## config.mk

```make
export PLATFORM = sky130hd
export DESIGN_NAME = alu_mul_sequencer
export DESIGN_NICKNAME = d
export VERILOG_FILES = /design/src/rtl/alu_mul_sequencer.sv
export SDC_FILE = /design/constraint.sdc
export NUM_CORES = 1
export LEC_CHECK = 0
export CAP_MARGIN = 20
export CORE_MARGIN = 2
export CORE_UTILIZATION = 43
export CTS_CLUSTER_DIAMETER = 30
export CTS_CLUSTER_SIZE = 24
export DETAILED_ROUTE_END_ITERATION = 7
export PLACE_DENSITY_LB_ADDON = 0.2
export RECOVER_POWER = 50
export SLEW_MARGIN = 10
export SYNTH_ARGS = -nofsm -noshare
export SYNTH_HDL_FRONTEND = slang
export SYNTH_SLANG_ARGS = --single-unit
```

## constraint.sdc

```tcl
create_clock -name clk -period 2.9 [get_ports clk]
set_input_delay 0.58 -clock clk [delete_from_list [all_inputs] [get_ports clk]]
set_output_delay 0.58 -clock clk [all_outputs]
set_load 0.01 [all_outputs]
```

## src/rtl/alu_mul_sequencer.sv

```systemverilog
// -----------------------------------------------------------------------------
// alu_mul_sequencer
// Unsigned shift-and-add multiplier that borrows an external shared ALU.
// Each multiplier bit takes three ALU passes: conditional add of the
// multiplicand into the accumulator, multiplicand shift left, and multiplier
// shift right. The result is the low 32 bits of op_a*op_b. Arithmetic wraps
// modulo 2^32.
//
// Optional feature (macro EARLY_TERM_EN): when defined, the sequence finishes
// as soon as the shifted multiplier becomes zero (alu_z). Result values are
// the same in both builds. Only the latency differs.
//
// Parameters:
//   NUM_BITS  number of multiplier bits processed (1..32)
// Ports:
//   clk       clock, rising edge
//   rst_n     asynchronous active-low reset
//   start     multiply request, sampled only while idle
//   op_a      multiplicand, captured on the start edge
//   op_b      multiplier, captured on the start edge
//   busy      high in every state except IDLE
//   done      one-cycle pulse while result becomes valid
//   result    registered product, held until the next done
//   alu_a     shared ALU operand A
//   alu_b     shared ALU operand B
//   alu_op    shared ALU opcode
//   alu_out   shared ALU result
//   alu_z     shared ALU zero flag
// -----------------------------------------------------------------------------
module alu_mul_sequencer #(
    parameter int unsigned NUM_BITS = 32
) (
    input  logic        clk,
    input  logic        rst_n,
    input  logic        start,
    input  logic [31:0] op_a,
    input  logic [31:0] op_b,
    output logic        busy,
    output logic        done,
    output logic [31:0] result,
    output logic [31:0] alu_a,
    output logic [31:0] alu_b,
    output logic [3:0]  alu_op,
    input  logic [31:0] alu_out,
    input  logic        alu_z
);

    localparam int unsigned DW  = 32;
    localparam int unsigned OPW = 4;
    localparam int unsigned CW  = 6;

    localparam logic [OPW-1:0] ALU_ADD    = 4'b0000;
    localparam logic [OPW-1:0] ALU_SHL    = 4'b0110;
    localparam logic [OPW-1:0] ALU_SHR    = 4'b0111;
    localparam logic [OPW-1:0] ALU_PASS_A = 4'b1010;

    typedef enum logic [2:0] {
        S_IDLE = 3'd0,
        S_ADD  = 3'd1,
        S_SHL  = 3'd2,
        S_SHR  = 3'd3,
        S_DONE = 3'd4
    } state_t;

    state_t          state;
    state_t          state_nxt;

    logic [DW-1:0]   acc;
    logic [DW-1:0]   acc_nxt;
    logic [DW-1:0]   mcand;
    logic [DW-1:0]   mcand_nxt;
    logic [DW-1:0]   mplier;
    logic [DW-1:0]   mplier_nxt;
    logic [CW-1:0]   cnt;
    logic [CW-1:0]   cnt_nxt;

    logic [DW-1:0]   result_nxt;
    logic            busy_nxt;
    logic            done_nxt;
    logic [DW-1:0]   alu_a_nxt;
    logic [DW-1:0]   alu_b_nxt;
    logic [OPW-1:0]  alu_op_nxt;
    logic            last_iter;
    logic            finish;

    // Final iteration reached when the incremented count equals NUM_BITS.
    assign last_iter = ((cnt + CW'(1)) == CW'(NUM_BITS));

`ifdef EARLY_TERM_EN
    // Stop early once the multiplier has no set bits left.
    assign finish = last_iter | alu_z;
`else
    logic alu_z_unused;
    assign alu_z_unused = alu_z;
    assign finish       = last_iter;
`endif

    // State register.
    always_ff @(posedge clk or negedge rst_n) begin
        if (!rst_n) begin
            state <= S_IDLE;
        end else begin
            state <= state_nxt;
        end
    end

    // Next-state, datapath updates and registered-output preparation.
    // The ALU drive is computed for the state being entered so that the
    // registered alu_* outputs are valid for the whole of that state.
    always_comb begin
        state_nxt  = state;
        acc_nxt    = acc;
        mcand_nxt  = mcand;
        mplier_nxt = mplier;
        cnt_nxt    = cnt;
        result_nxt = result;
        busy_nxt   = 1'b0;
        done_nxt   = 1'b0;
        alu_a_nxt  = '0;
        alu_b_nxt  = '0;
        alu_op_nxt = ALU_PASS_A;

        case (state)
            S_IDLE: begin
                if (start) begin
                    acc_nxt    = '0;
                    mcand_nxt  = op_a;
                    mplier_nxt = op_b;
                    cnt_nxt    = '0;
                    state_nxt  = S_ADD;
                end
            end
            S_ADD: begin
                acc_nxt   = alu_out;
                state_nxt = S_SHL;
            end
            S_SHL: begin
                mcand_nxt = alu_out;
                state_nxt = S_SHR;
            end
            S_SHR: begin
                mplier_nxt = alu_out;
                cnt_nxt    = cnt + CW'(1);
                state_nxt  = finish ? S_DONE : S_ADD;
            end
            S_DONE: begin
                state_nxt = S_IDLE;
            end
            default: begin
                state_nxt = S_IDLE;
            end
        endcase

        busy_nxt = (state_nxt != S_IDLE);
        done_nxt = (state_nxt == S_DONE);

        // The accumulator is final on entry to DONE; publish it then.
        if (state_nxt == S_DONE) begin
            result_nxt = acc_nxt;
        end

        case (state_nxt)
            S_ADD: begin
                alu_a_nxt  = acc_nxt;
                alu_b_nxt  = mcand_nxt;
                alu_op_nxt = mplier_nxt[0] ? ALU_ADD : ALU_PASS_A;
            end
            S_SHL: begin
                alu_a_nxt  = mcand_nxt;
                alu_b_nxt  = DW'(1);
                alu_op_nxt = ALU_SHL;
            end
            S_SHR: begin
                alu_a_nxt  = mplier_nxt;
                alu_b_nxt  = DW'(1);
                alu_op_nxt = ALU_SHR;
            end
            default: begin
                alu_a_nxt  = '0;
                alu_b_nxt  = '0;
                alu_op_nxt = ALU_PASS_A;
            end
        endcase
    end

    // Datapath and output registers.
    always_ff @(posedge clk or negedge rst_n) begin
        if (!rst_n) begin
            acc    <= '0;
            mcand  <= '0;
            mplier <= '0;
            cnt    <= '0;
            result <= '0;
            busy   <= 1'b0;
            done   <= 1'b0;
            alu_a  <= '0;
            alu_b  <= '0;
            alu_op <= ALU_PASS_A;
        end else begin
            acc    <= acc_nxt;
            mcand  <= mcand_nxt;
            mplier <= mplier_nxt;
            cnt    <= cnt_nxt;
            result <= result_nxt;
            busy   <= busy_nxt;
            done   <= done_nxt;
            alu_a  <= alu_a_nxt;
            alu_b  <= alu_b_nxt;
            alu_op <= alu_op_nxt;
        end
    end

endmodule

```

==> impl_results.md, run 1 <==
* Vias post-DR at 6338
* Insertion delay of the later-clocked pin in the worst-skew pair at 0.52 ns
* Via count of the first global-routing pass at 7023
* Share of power burned in combinational logic at 5.0%
* Clock period minus worst slack at 2.582 ns
* Class of the worst hold path: register to register
* Violated checks: capacitance limit, slew limit
* Largest fanout on the critical path at 40
* Net Count, Synth at 708
* Final-report max-slew violation count at 86
* Top cell type by total area after synthesis: dfrtp_1
* Internal reg-to-reg setup slack at 0.32 ns
* Number of cells on the worst hold path at 1
* Leftover overflow at the end of global routing at 0
* Cell count after synthesis at 606
* Synthesized flop and latch total at 207
* Register share of total power at 37.9%
* TritonCTS clock tree: yes
* Diode insertion count for antenna repair at 0
* Most frequently used cell type in the post-synthesis netlist: dfrtp_1
* Sequential area share after synthesis at 63.62%
* Count of input and output buffers at 200
* Maximum number of buffers from clock root to sink at 3
* Normalized max-slew margin at -44.54%
* Final routed wirelength across all metal layers at 24380 um
* Post-Synthesis Mean Instance Area at 13.44 um^2
* Register area at 5182 um^2
* Top-area cell type share of the netlist area at 62.97%
* Final-stage net count at 919
* Fraction of final layout cells sized beyond drive strength 1 at 16.63%
* Largest cells by area after synthesis: dfrtp_1, a22o_1, mux2_2
* Global-route usage over all layers at 24.97%
* Status: complete, but fails checks
* Routed WL per cell at 22.53 um
* Floorplan die width at 141.6 um
* Largest net degree at the start of global routing at 88
* Post-route clock skew at 0.01691 ns
* Async S/R FF share, synth at 100.0%
* Final clock period utilization by the worst path at 89.03%
* Maximum operating frequency at 0.3873 GHz
* Total number of placement rows at 50
* Share of power burned in the clock network at 57.0%
* Min-delay src: mplier[4]
* Setup crit end kind: register
* Arrival time at the worst endpoint at 3.00 ns
* Clock transition at path regs at 0.05 ns
* First drt pass iteration count at 7
* Antenna violations before repair at 1
* Core area at 18640 um^2
* Maximum vdd drop at 0.4700 mV
* Number of primary I/O pins at 202
* Final number of hold-violating endpoints at 0
* RSZ-0062 raised after global routing: false
* Slew at the pin closest to its max-slew limit at 2.168 ns
* Post-DP HPWL at 15010 um
* Remaining routing DRC violations at 0
* Reg-to-reg critical path endpoint: alu_b[2]
* CTS HTree Levels at 2
* Clock sink count at 207
* DRT iter0 DRCs at 467
* Total net switching power at 1.802 mW
* Power density over cell area at 670.2 nW/um^2
* Number of filler cells placed in the layout at 1405
* Die Span Y at 141.6 um
* Pre-CTS setup slack at 0.3377 ns
* Primary flip-flop cell chosen by synthesis mapping: dfrtp_1
* CP Data Required Time at 3.31 ns
* Area of the mapped netlist at 8147 um^2
* Synthesis Warnings at 0
* Clock buffer count from CTS at 41
* Global-route wire length before repair at 38830 um
* CTS Hold Bufs at 0
* EDFF count, synth at 0
* Crit Reg-Reg Startpoint: state[0]
* Static leakage power at 5.500 nW
* Remaining antenna violation count at 0
* Internal power summed over all cells at 6.163 mW
* Average vias per placed instance at 5.858
* Number of gates given a new drive strength after cts at 0
* Sort of element at the start of the critical path: register
* Worst Reg2Reg Path Length in Cells at 6
* Global placer's final weighted congestion at 0.8183
* Final worst slack at 0.3180 ns
* Multi-input gate area at 2625 um^2
* Die Area at 20060 um^2
* Worst hold path endpoint: mplier[4]
* Top post-synthesis cells by count: dfrtp_1, a22o_1, and4_1, inv_1
* Post-synthesis to final-layout area growth at 45.88%
* Final setup TNS at 0 ns
* Count of maximum capacitance violations at 1
* Setup fix buffers added after clock tree synthesis at 0
* Initial core utilization at 43.70%
* Root buffer cell: clkbuf_16
* Share of total power consumed by net switching at 22.62%
* Start-to-end type of the worst setup path: register to register
* Number of unique standard cell types used by synthesis at 37
* Endpoints failing setup at 0
[power groups by stage]
stage / clock (mW) / sequential (mW) / combinational, mW
after floorplan: 0 / 3.07 / 0.0996
final: 4.54 / 3.02 / 0.402
after CTS: 4.61 / 3.02 / 0.410
after global placement: 0 / 3.06 / 0.397
after detailed placement: 0 / 3.06 / 0.407
after global routing: 4.79 / 3.03 / 0.438
[worst max path at each step]
stage | from | depth (start not counted) | to | slack, ns
floorplan | cnt[0] | 7 | result[10] | 0.98
global placement | start | 5 | result[14] | 0.24
detailed placement | start | 5 | alu_a[0] | 0.34
CTS | cnt[0] | 6 | alu_a[27] | 0.45
global route | state[0] | 6 | alu_b[2] | 0.19
finish | state[0] | 6 | alu_b[2] | 0.32
[stage by stage]
step	instances	util (%)	power, mW	hold WS [ns]	instance area (um^2)
2_1_floorplan	606	-	3.166	0.2844	8147
3_3_place_gp	1006	56.33	3.458	0.4552	10500
3_5_place_dp	1007	56.48	3.471	0.4607	10530
4_1_cts	1081	63.80	8.038	0.1478	11890
5_1_grt	1082	63.75	8.251	0.4800	11880
6_report	1082	63.75	7.964	0.4700	11880
[layout make-up]
type | instances | share of cell area (%)
flip-flops and latches | 207 | 43.61
clock buffers | 45 | 8.928
clock inverters | 29 | 2.558
multi-input cells | 308 | 22.09
repair buffers | 226 | 19.31
well taps | 234 | 2.464
inverters | 33 | 1.042
[sequential cells by signal, summed over array words and instances (netlist names)]
signal  count
result     32
cnt         6
acc        32
mcand      32
state       3
busy        1
alu_a      32
done        1
alu_op      4
mplier     32
alu_b      32
[placed cells by master, fill, tap and decap left out, types with 2 or more instances in the layout]
cell and n:
nand3b_1 2, o21ai_4 2, clkbuf_16 41, a221o_1 32
a21o_1 32, ha_1 2, bufinv_16 3, a222oi_1 32
clkinvlp_4 10, dfrtp_1 205, clkinv_4 7, buf_16 2
nor2_1 5, clkinv_2 4, xor2_1 2, a21oi_1 31
a31o_2 2, a22o_1 65, nand2_1 6, nor2_4 2
dfstp_2 2, inv_6 3, clkdlybuf4s50_1 199, and4_1 33
clkbuf_1 4, buf_4 14, inv_1 33, mux2_2 32
buf_12 6, clkbuf_8 2, xnor2_1 3, nand3_1 3
o21ai_0 8, clkbuf_2 3
[logic make-up after synthesis]
kind of cell	after synthesis	synth area share (%)
AOI/OAI and AO/OA	209	20.98
buffers and inverters	91	4.715
adders and majority gates	2	0.3071
DFF	207	63.62
xor gates and xnor gates	5	0.5377
and+or+nand+nor	60	5.422
muxes	32	4.423
[per-layer routing]
layer,vias to the layer above,part of all wire (%),global-route usage [%]
li1,2782,-,-
met1,3275,40,31.51
met2,252,51,42.34
met3,27,7.2,6.851
met4,2,1.4,7.421
met5,-,0.057,0
[critical path, cell delays in order (launching register included)]
cell and delay, ns:
dfrtp_1 0.39, buf_12 0.19, nor2_1 0.23, and2_1 0.99, buf_4 0.32, a222oi_1 0.12, a21oi_1 0.22
Power figures use the tool's default switching activity.
==> inputs of run 2 (changes only) <==
--- a/config.mk
+++ b/config.mk
@@ -6,9 +6,10 @@
 export NUM_CORES = 1
 export LEC_CHECK = 0
 export CAP_MARGIN = 20
+export CELL_PAD_IN_SITES_DETAIL_PLACEMENT = 0
+export CELL_PAD_IN_SITES_GLOBAL_PLACEMENT = 1
 export CORE_MARGIN = 2
-export CORE_UTILIZATION = 43
-export CTS_CLUSTER_DIAMETER = 30
+export CORE_UTILIZATION = 42
 export CTS_CLUSTER_SIZE = 24
 export DETAILED_ROUTE_END_ITERATION = 7
 export PLACE_DENSITY_LB_ADDON = 0.2
==> impl_results.md, run 2 (synthesis gave the netlist of run 1 again) <==
* Remaining antenna violation count at 0 (unchanged)
* Insertion delay of the later-clocked pin in the worst-skew pair at 0.50 ns (-0.02 ns)
* Commonest non-fill, non-tap cell in the layout: dfrtp_1
* Global placer's final weighted congestion at 0.7695 (-6.0%)
* Antenna violations before repair at 1 (unchanged)
* Maximum operating frequency at 0.4182 GHz (+8.0%)
* Largest fanout on the critical path at 20 (-50%)
* Remaining routing DRC violations at 0 (unchanged)
* Maximum number of buffers from clock root to sink at 3 (unchanged)
* Setup crit end kind: register
* Final worst slack at 0.5088 ns (+0.1908 ns)
* Normalized max-slew margin at 2.666% (+47 points)
* Post-synthesis to final-layout area growth at 37.61%
* Leftover overflow at the end of global routing at 0 (unchanged)
* Clock sink count at 207 (unchanged)
* Die Area at 20530 um^2 (+2.3%)
* Floorplan die width at 143.3 um (+1.2%)
* CTS Hold Bufs at 0 (unchanged)
* Class of the worst hold path: input port to async pin
* Most frequent cells in the layout: dfrtp_1, clkdlybuf4s50_1, a22o_1
* TritonCTS clock tree: yes
* Static leakage power at 5.207 nW (-5.3%)
* Core area at 18890 um^2 (+1.3%)
* Endpoints failing setup at 0 (unchanged)
* Root buffer cell: clkbuf_16
* Total number of placement rows at 50 (unchanged)
* Final-report max-slew violation count at 0 (-100%)
* Global-route usage over all layers at 23.77% (-1.2 points)
* Status: complete, no violations
* Global-route wire length before repair at 37480 um (-3.5%)
* Reg-to-reg critical path endpoint: alu_b[13]
* RSZ-0062 raised after global routing: false
* Number of primary I/O pins at 202 (unchanged)
* CP Data Required Time at 3.34 ns (+0.03 ns)
* Final number of hold-violating endpoints at 0 (unchanged)
* Via count of the first global-routing pass at 6530 (-7.0%)
* Average vias per placed instance at 5.910 (+0.90%)
* Crit Reg-Reg Startpoint: state[1]
* Pre-CTS setup slack at 0.1080 ns (-0.2298 ns)
* Final-stage net count at 900 (-2.1%)
* Count of maximum capacitance violations at 0 (-1)
* Slew at the pin closest to its max-slew limit at 1.460 ns (-0.7080 ns)
* Number of filler cells placed in the layout at 1519 (+8.1%)
* Worst Reg2Reg Path Length in Cells at 5 (-1)
* DRT iter0 DRCs at 522 (+12%)
* Arrival time at the worst endpoint at 2.83 ns (-0.17 ns)
* Largest net degree at the start of global routing at 58 (-34%)
* CTS HTree Levels at 1 (-1)
* Diode insertion count for antenna repair at 0 (unchanged)
* Final clock period utilization by the worst path at 82.46% (-6.6 points)
* Die Span Y at 143.3 um (+1.2%)
* Vias post-DR at 6324 (-0.22%)
* Start-to-end type of the worst setup path: input port to register
* Final routed wirelength across all metal layers at 24260 um (-0.49%)
* Initial core utilization at 43.12% (-0.58 points)
* Internal reg-to-reg setup slack at 0.54 ns (+0.22 ns)
* Number of gates given a new drive strength after cts at 0 (unchanged)
* Power density over cell area at 547.7 nW/um^2 (-18%)
* Routed WL per cell at 22.67 um (+0.62%)
* Multi-input gate area at 2628 um^2 (about the same)
* Clock transition at path regs at 0.06 ns (about the same)
* Final instance area at 11210 um^2 (-5.7%)
* Sort of element at the start of the critical path: input port
* Post-place instance area at 10530 um^2 (about the same)
* Maximum vdd drop at 0.3820 mV (-19%)
* Clock period minus worst slack at 2.391 ns (-0.1908 ns)
* First drt pass iteration count at 8 (+1)
* Register area at 5184 um^2 (about the same)
* Final setup TNS at 0 ns (unchanged)
* Count of input and output buffers at 200 (unchanged)
* Clock buffer count from CTS at 23 (-44%)
* Setup fix buffers added after clock tree synthesis at 0 (unchanged)
* Post-route clock skew at 0.008779 ns (-0.008132 ns)
* Post-DP HPWL at 15190 um (+1.2%)
* Fraction of final layout cells sized beyond drive strength 1 at 12.22% (-4.4 points)
run 2: cell count changes in the layout (fill, tap and decap cells not counted), moves of 4 or more:
| cell | change |
|---|---|
| clkinv_4 | -7 |
| clkbuf_1 | +4 |
| clkbuf_8 | +5 |
| clkbuf_16 | -18 |
| clkinvlp_4 | -10 |
| dlygate4sd3_1 | +6 |
| clkdlybuf4s50_1 | -6 |
run 2: worst max path at each step:
stage / from / endpoint / slack [ns] / depth (start not counted)
floorplan: cnt[0] / result[10] / 0.98 / 7
global placement: start / alu_a[0] / 0.14 / 5
detailed placement: start / alu_a[0] / 0.11 / 5
CTS: state[1] / result[19] / 0.60 / 5
global route: rst_n / mplier[27] / 0.27 / 2
finish: start / alu_a[13] / 0.51 / 6
run 2: report_power, final:
| part | switching, mW | internal [mW] | total [mW] |
|---|---|---|---|
| Combinational | 0.173 | 0.221 | 0.394 |
| Clock | 1.11 | 1.62 | 2.73 |
| Sequential | 0.0337 | 2.98 | 3.01 |
run 2: metrics by stage:
| step | power, mW | hold WS [ns] | std cells | util (%) |
|---|---|---|---|---|
| floorplan | 3.166 | 0.2844 | 606 | - |
| CTS | 6.194 | 0.06003 | 1069 | 59.46 |
| detailed placement | 3.467 | 0.4604 | 1032 | 55.74 |
| global placement | 3.453 | 0.4550 | 1031 | 55.59 |
| finish | 6.140 | 0.4309 | 1070 | 59.34 |
| global route | 6.333 | 0.4846 | 1070 | 59.34 |
run 2: final cells by class:
class | count | share of cell area, %
Tap cell | 260 | 2.902
Clock buffer | 35 | 6.161
Inverter | 33 | 1.105
Multi-Input combinational cell | 308 | 23.44
Timing Repair Buffer | 225 | 20.03
Sequential cell | 207 | 46.24
Clock inverter | 2 | 0.1228
run 2: worst max-delay path: stages:
cell,delay [ns]
dlygate4sd3_1,0.66
nor4b_4,0.19
nor2_2,0.83
buf_16,0.25
a21o_1,0.15
a221o_1,0.15
run 2: layer usage:
metal  wire length [um]  track usage, %  up-vias  share of wire [%]
li1                   -               -     2711                  -
met1              10020           32.07     3300                 41
met2              11930           39.36      269                 49
met3               1762           4.594       42                7.3
met4                537           6.863        2                2.2
met5                 15               0        -              0.062
==> inputs of run 3 (changes only) <==
--- a/config.mk
+++ b/config.mk
@@ -9,7 +9,7 @@
 export CELL_PAD_IN_SITES_DETAIL_PLACEMENT = 0
 export CELL_PAD_IN_SITES_GLOBAL_PLACEMENT = 1
 export CORE_MARGIN = 2
-export CORE_UTILIZATION = 42
+export CORE_UTILIZATION = 36
 export CTS_CLUSTER_SIZE = 24
 export DETAILED_ROUTE_END_ITERATION = 7
 export PLACE_DENSITY_LB_ADDON = 0.2
==> constraint.sdc (replaced) <==
create_clock -name clk -period 2 [get_ports clk]
set_input_delay 0.4 -clock clk [delete_from_list [all_inputs] [get_ports clk]]
set_output_delay 0.4 -clock clk [all_outputs]
set_load 0.01 [all_outputs]
==> impl_results.md, run 3 (synthesis gave the netlist of run 1 again) <==
* Status: complete, but fails checks
* Violated checks: DRC
* Remaining antenna violation count at 0 (unchanged)
* Post-DP HPWL at 16170 um (+6.5%)
* Count of input and output buffers at 200 (unchanged)
* Global-route usage over all layers at 21.02% (-2.7 points)
* Slew at the pin closest to its max-slew limit at 1.273 ns (-0.1872 ns)
* Kind of cell adding the most delay to the critical path: flip-flops
* Worst hold path endpoint: mplier[14]
* Setup crit end kind: primary output
* Insertion delay of the later-clocked pin in the worst-skew pair at 0.52 ns (+0.02 ns)
* Min-delay src: mplier[14]
* Post-route clock skew at 0.02129 ns (+0.01251 ns)
* Maximum number of buffers from clock root to sink at 3 (unchanged)
* Final number of hold-violating endpoints at 0 (unchanged)
* Clock sink count at 207 (unchanged)
* Worst Reg2Reg Path Length in Cells at 7 (+2)
* Final-stage net count at 928 (+3.1%)
* Number of primary I/O pins at 202 (unchanged)
* Sum of buffers and inverters on the critical path at 1 (-1)
* Commonest non-fill, non-tap cell in the layout: dfrtp_1
* Crit Reg-Reg Startpoint: state[1]
* Power density over cell area at 784.4 nW/um^2 (+43%)
* CTS HTree Levels at 1 (unchanged)
* List of cells traversed by the critical path: clkdlybuf4s50_1
* Final clock period utilization by the worst path at 97.82%
* Post-synthesis to final-layout area growth at 42.68%
* Most frequent cells in the layout: dfrtp_1, clkdlybuf4s50_1, a22o_1
* Root buffer cell: clkbuf_16
* Arrival time at the worst endpoint at 1.56 ns (-1.27 ns)
* Final-report max-slew violation count at 0 (unchanged)
* Antenna violations before repair at 0 (-1)
* Count of maximum capacitance violations at 0 (unchanged)
* Global placer's final weighted congestion at 0.7984 (+3.8%)
* Global-route wire length before repair at 39190 um (+4.5%)
* Clock period minus worst slack at 1.956 ns
* Largest net degree at the start of global routing at 47 (-19%)
* Core area at 22430 um^2 (+19%)
* Fraction of final layout cells sized beyond drive strength 1 at 16.05% (+3.8 points)
* Vias post-DR at 6338 (+0.22%)
* Reg-to-reg critical path endpoint: alu_a[31]
* Maximum operating frequency at 0.5112 GHz
* Static leakage power at 5.398 nW (+3.7%)
* Sort of element at the start of the critical path: register
* Endpoints failing setup at 0 (unchanged)
* Remaining routing DRC violations at 4 (+4)
* Largest fanout on the critical path at 1 (-95%)
* TritonCTS clock tree: yes
* Normalized max-slew margin at 15.15% (+12 points)
* Number of cells on the worst hold path at 1
* Final setup TNS at 0 ns (unchanged)
* Floorplan die width at 154.4 um (+7.8%)
* Internal reg-to-reg setup slack at 0.08 ns (-0.46 ns)
* RSZ-0062 raised after global routing: false
* Die Span Y at 154.4 um (+7.8%)
* DRT iter0 DRCs at 469 (-10%)
* Average vias per placed instance at 5.629 (-4.8%)
* Start-to-end type of the worst setup path: register to primary output
* First drt pass iteration count at 8 (unchanged)
* Total number of placement rows at 55 (+10%)
* Final routed wirelength across all metal layers at 25460 um (+4.9%)
* Worst slack on hold paths at 0.4737 ns (+0.04273 ns)
* CP Data Required Time at 1.60 ns (-1.74 ns)
* Worst setup startpoint: alu_op[3]
* Class of the worst hold path: register to register
* Maximum vdd drop at 0.5239 mV (+37%)
* Initial core utilization at 36.31% (-6.8 points)
* Clock buffer count from CTS at 23 (unchanged)
* Clock transition at path regs at 0.07 ns (about the same)
* Critical-path cell with the highest stage delay: dfstp_2
* Power consumption at 9.118 mW (+48%)
* Leftover overflow at the end of global routing at 0 (unchanged)
* Delay of the slowest critical-path stage at 0.52 ns (-0.31 ns)
* Routed WL per cell at 22.61 um (-0.28%)
* Via count of the first global-routing pass at 6742 (+3.2%)
* Diode insertion count for antenna repair at 0 (unchanged)
* Die Area at 23850 um^2 (+16%)
run 3: cell count changes in the layout (fill, tap and decap cells not counted), moves of 2 or more:
| cell | change |
|---|---|
| clkinv_2 | +3 |
| nor2_4 | +4 |
| nor2_1 | -2 |
| clkbuf_1 | -4 |
| clkdlybuf4s50_1 | +5 |
| buf_12 | +8 |
| clkbuf_2 | -2 |
| buf_4 | +17 |
| buf_16 | -2 |
| buf_6 | +8 |
| dlygate4sd3_1 | -5 |
run 3: how the worst max path moves through the flow:
stage                      end  cells past startpoint  slack (ns)
floorplan           result[10]                      7        0.08
global placement     alu_op[1]                      6       -0.31
detailed placement      cnt[3]                      6       -0.35
CTS                  alu_op[1]                      5     -0.0001
global route         alu_op[3]                      1       0.009
finish               alu_op[3]                      1        0.04
run 3: final cells by class:
| class | count | area [um^2] |
|---|---|---|
| sequential | 207 | 5184 |
| multi-input combinational | 309 | 2659 |
| tap | 285 | 356.6 |
| timing repair buffer | 252 | 2557 |
| clock inverter | 7 | 70.07 |
| inverter | 33 | 123.9 |
| fill | 1904 | 10810 |
| clock buffer | 33 | 673.1 |
run 3: power by group:
group | internal, mW | switching, mW
registers | 4.32 | 0.0490
clock network | 2.47 | 1.69
logic | 0.336 | 0.254
total | 7.12 | 1.99
run 3: through the flow:
stage | setup slack (ns) | util [%] | cells | area [um^2]
6_report | 0.04367 | 51.81 | 1126 | 11620
5_1_grt | 0.009287 | 51.81 | 1126 | 11620
4_1_cts | -0.0001459 | 51.60 | 1121 | 11570
3_5_place_dp | -0.3485 | 48.20 | 1080 | 10810
3_3_place_gp | -0.3117 | 48.20 | 1080 | 10810
2_1_floorplan | 0.08227 | - | 606 | 8147
run 3: timing repair:
item / CTS / global route
resized for setup: 2 / 10
cloned: 0 / 1
endpoints found under the hold margin: 38 / 0
setup buffers: 0 / 4
pin swaps: 1 / 2
hold buffers: 1 / 0
endpoints found under the setup margin: 21 / 121
run 3: per-layer routing:
| metal | part of all wire (%) | track usage [%] | wire [um] |
|---|---|---|---|
| met3 | 6.5 | 3.951 | 1648 |
| met5 | 0 | 0 | 0 |
| met1 | 43 | 28.35 | 10840 |
| met2 | 50 | 35.20 | 12640 |
| met4 | 1.3 | 5.291 | 335 |
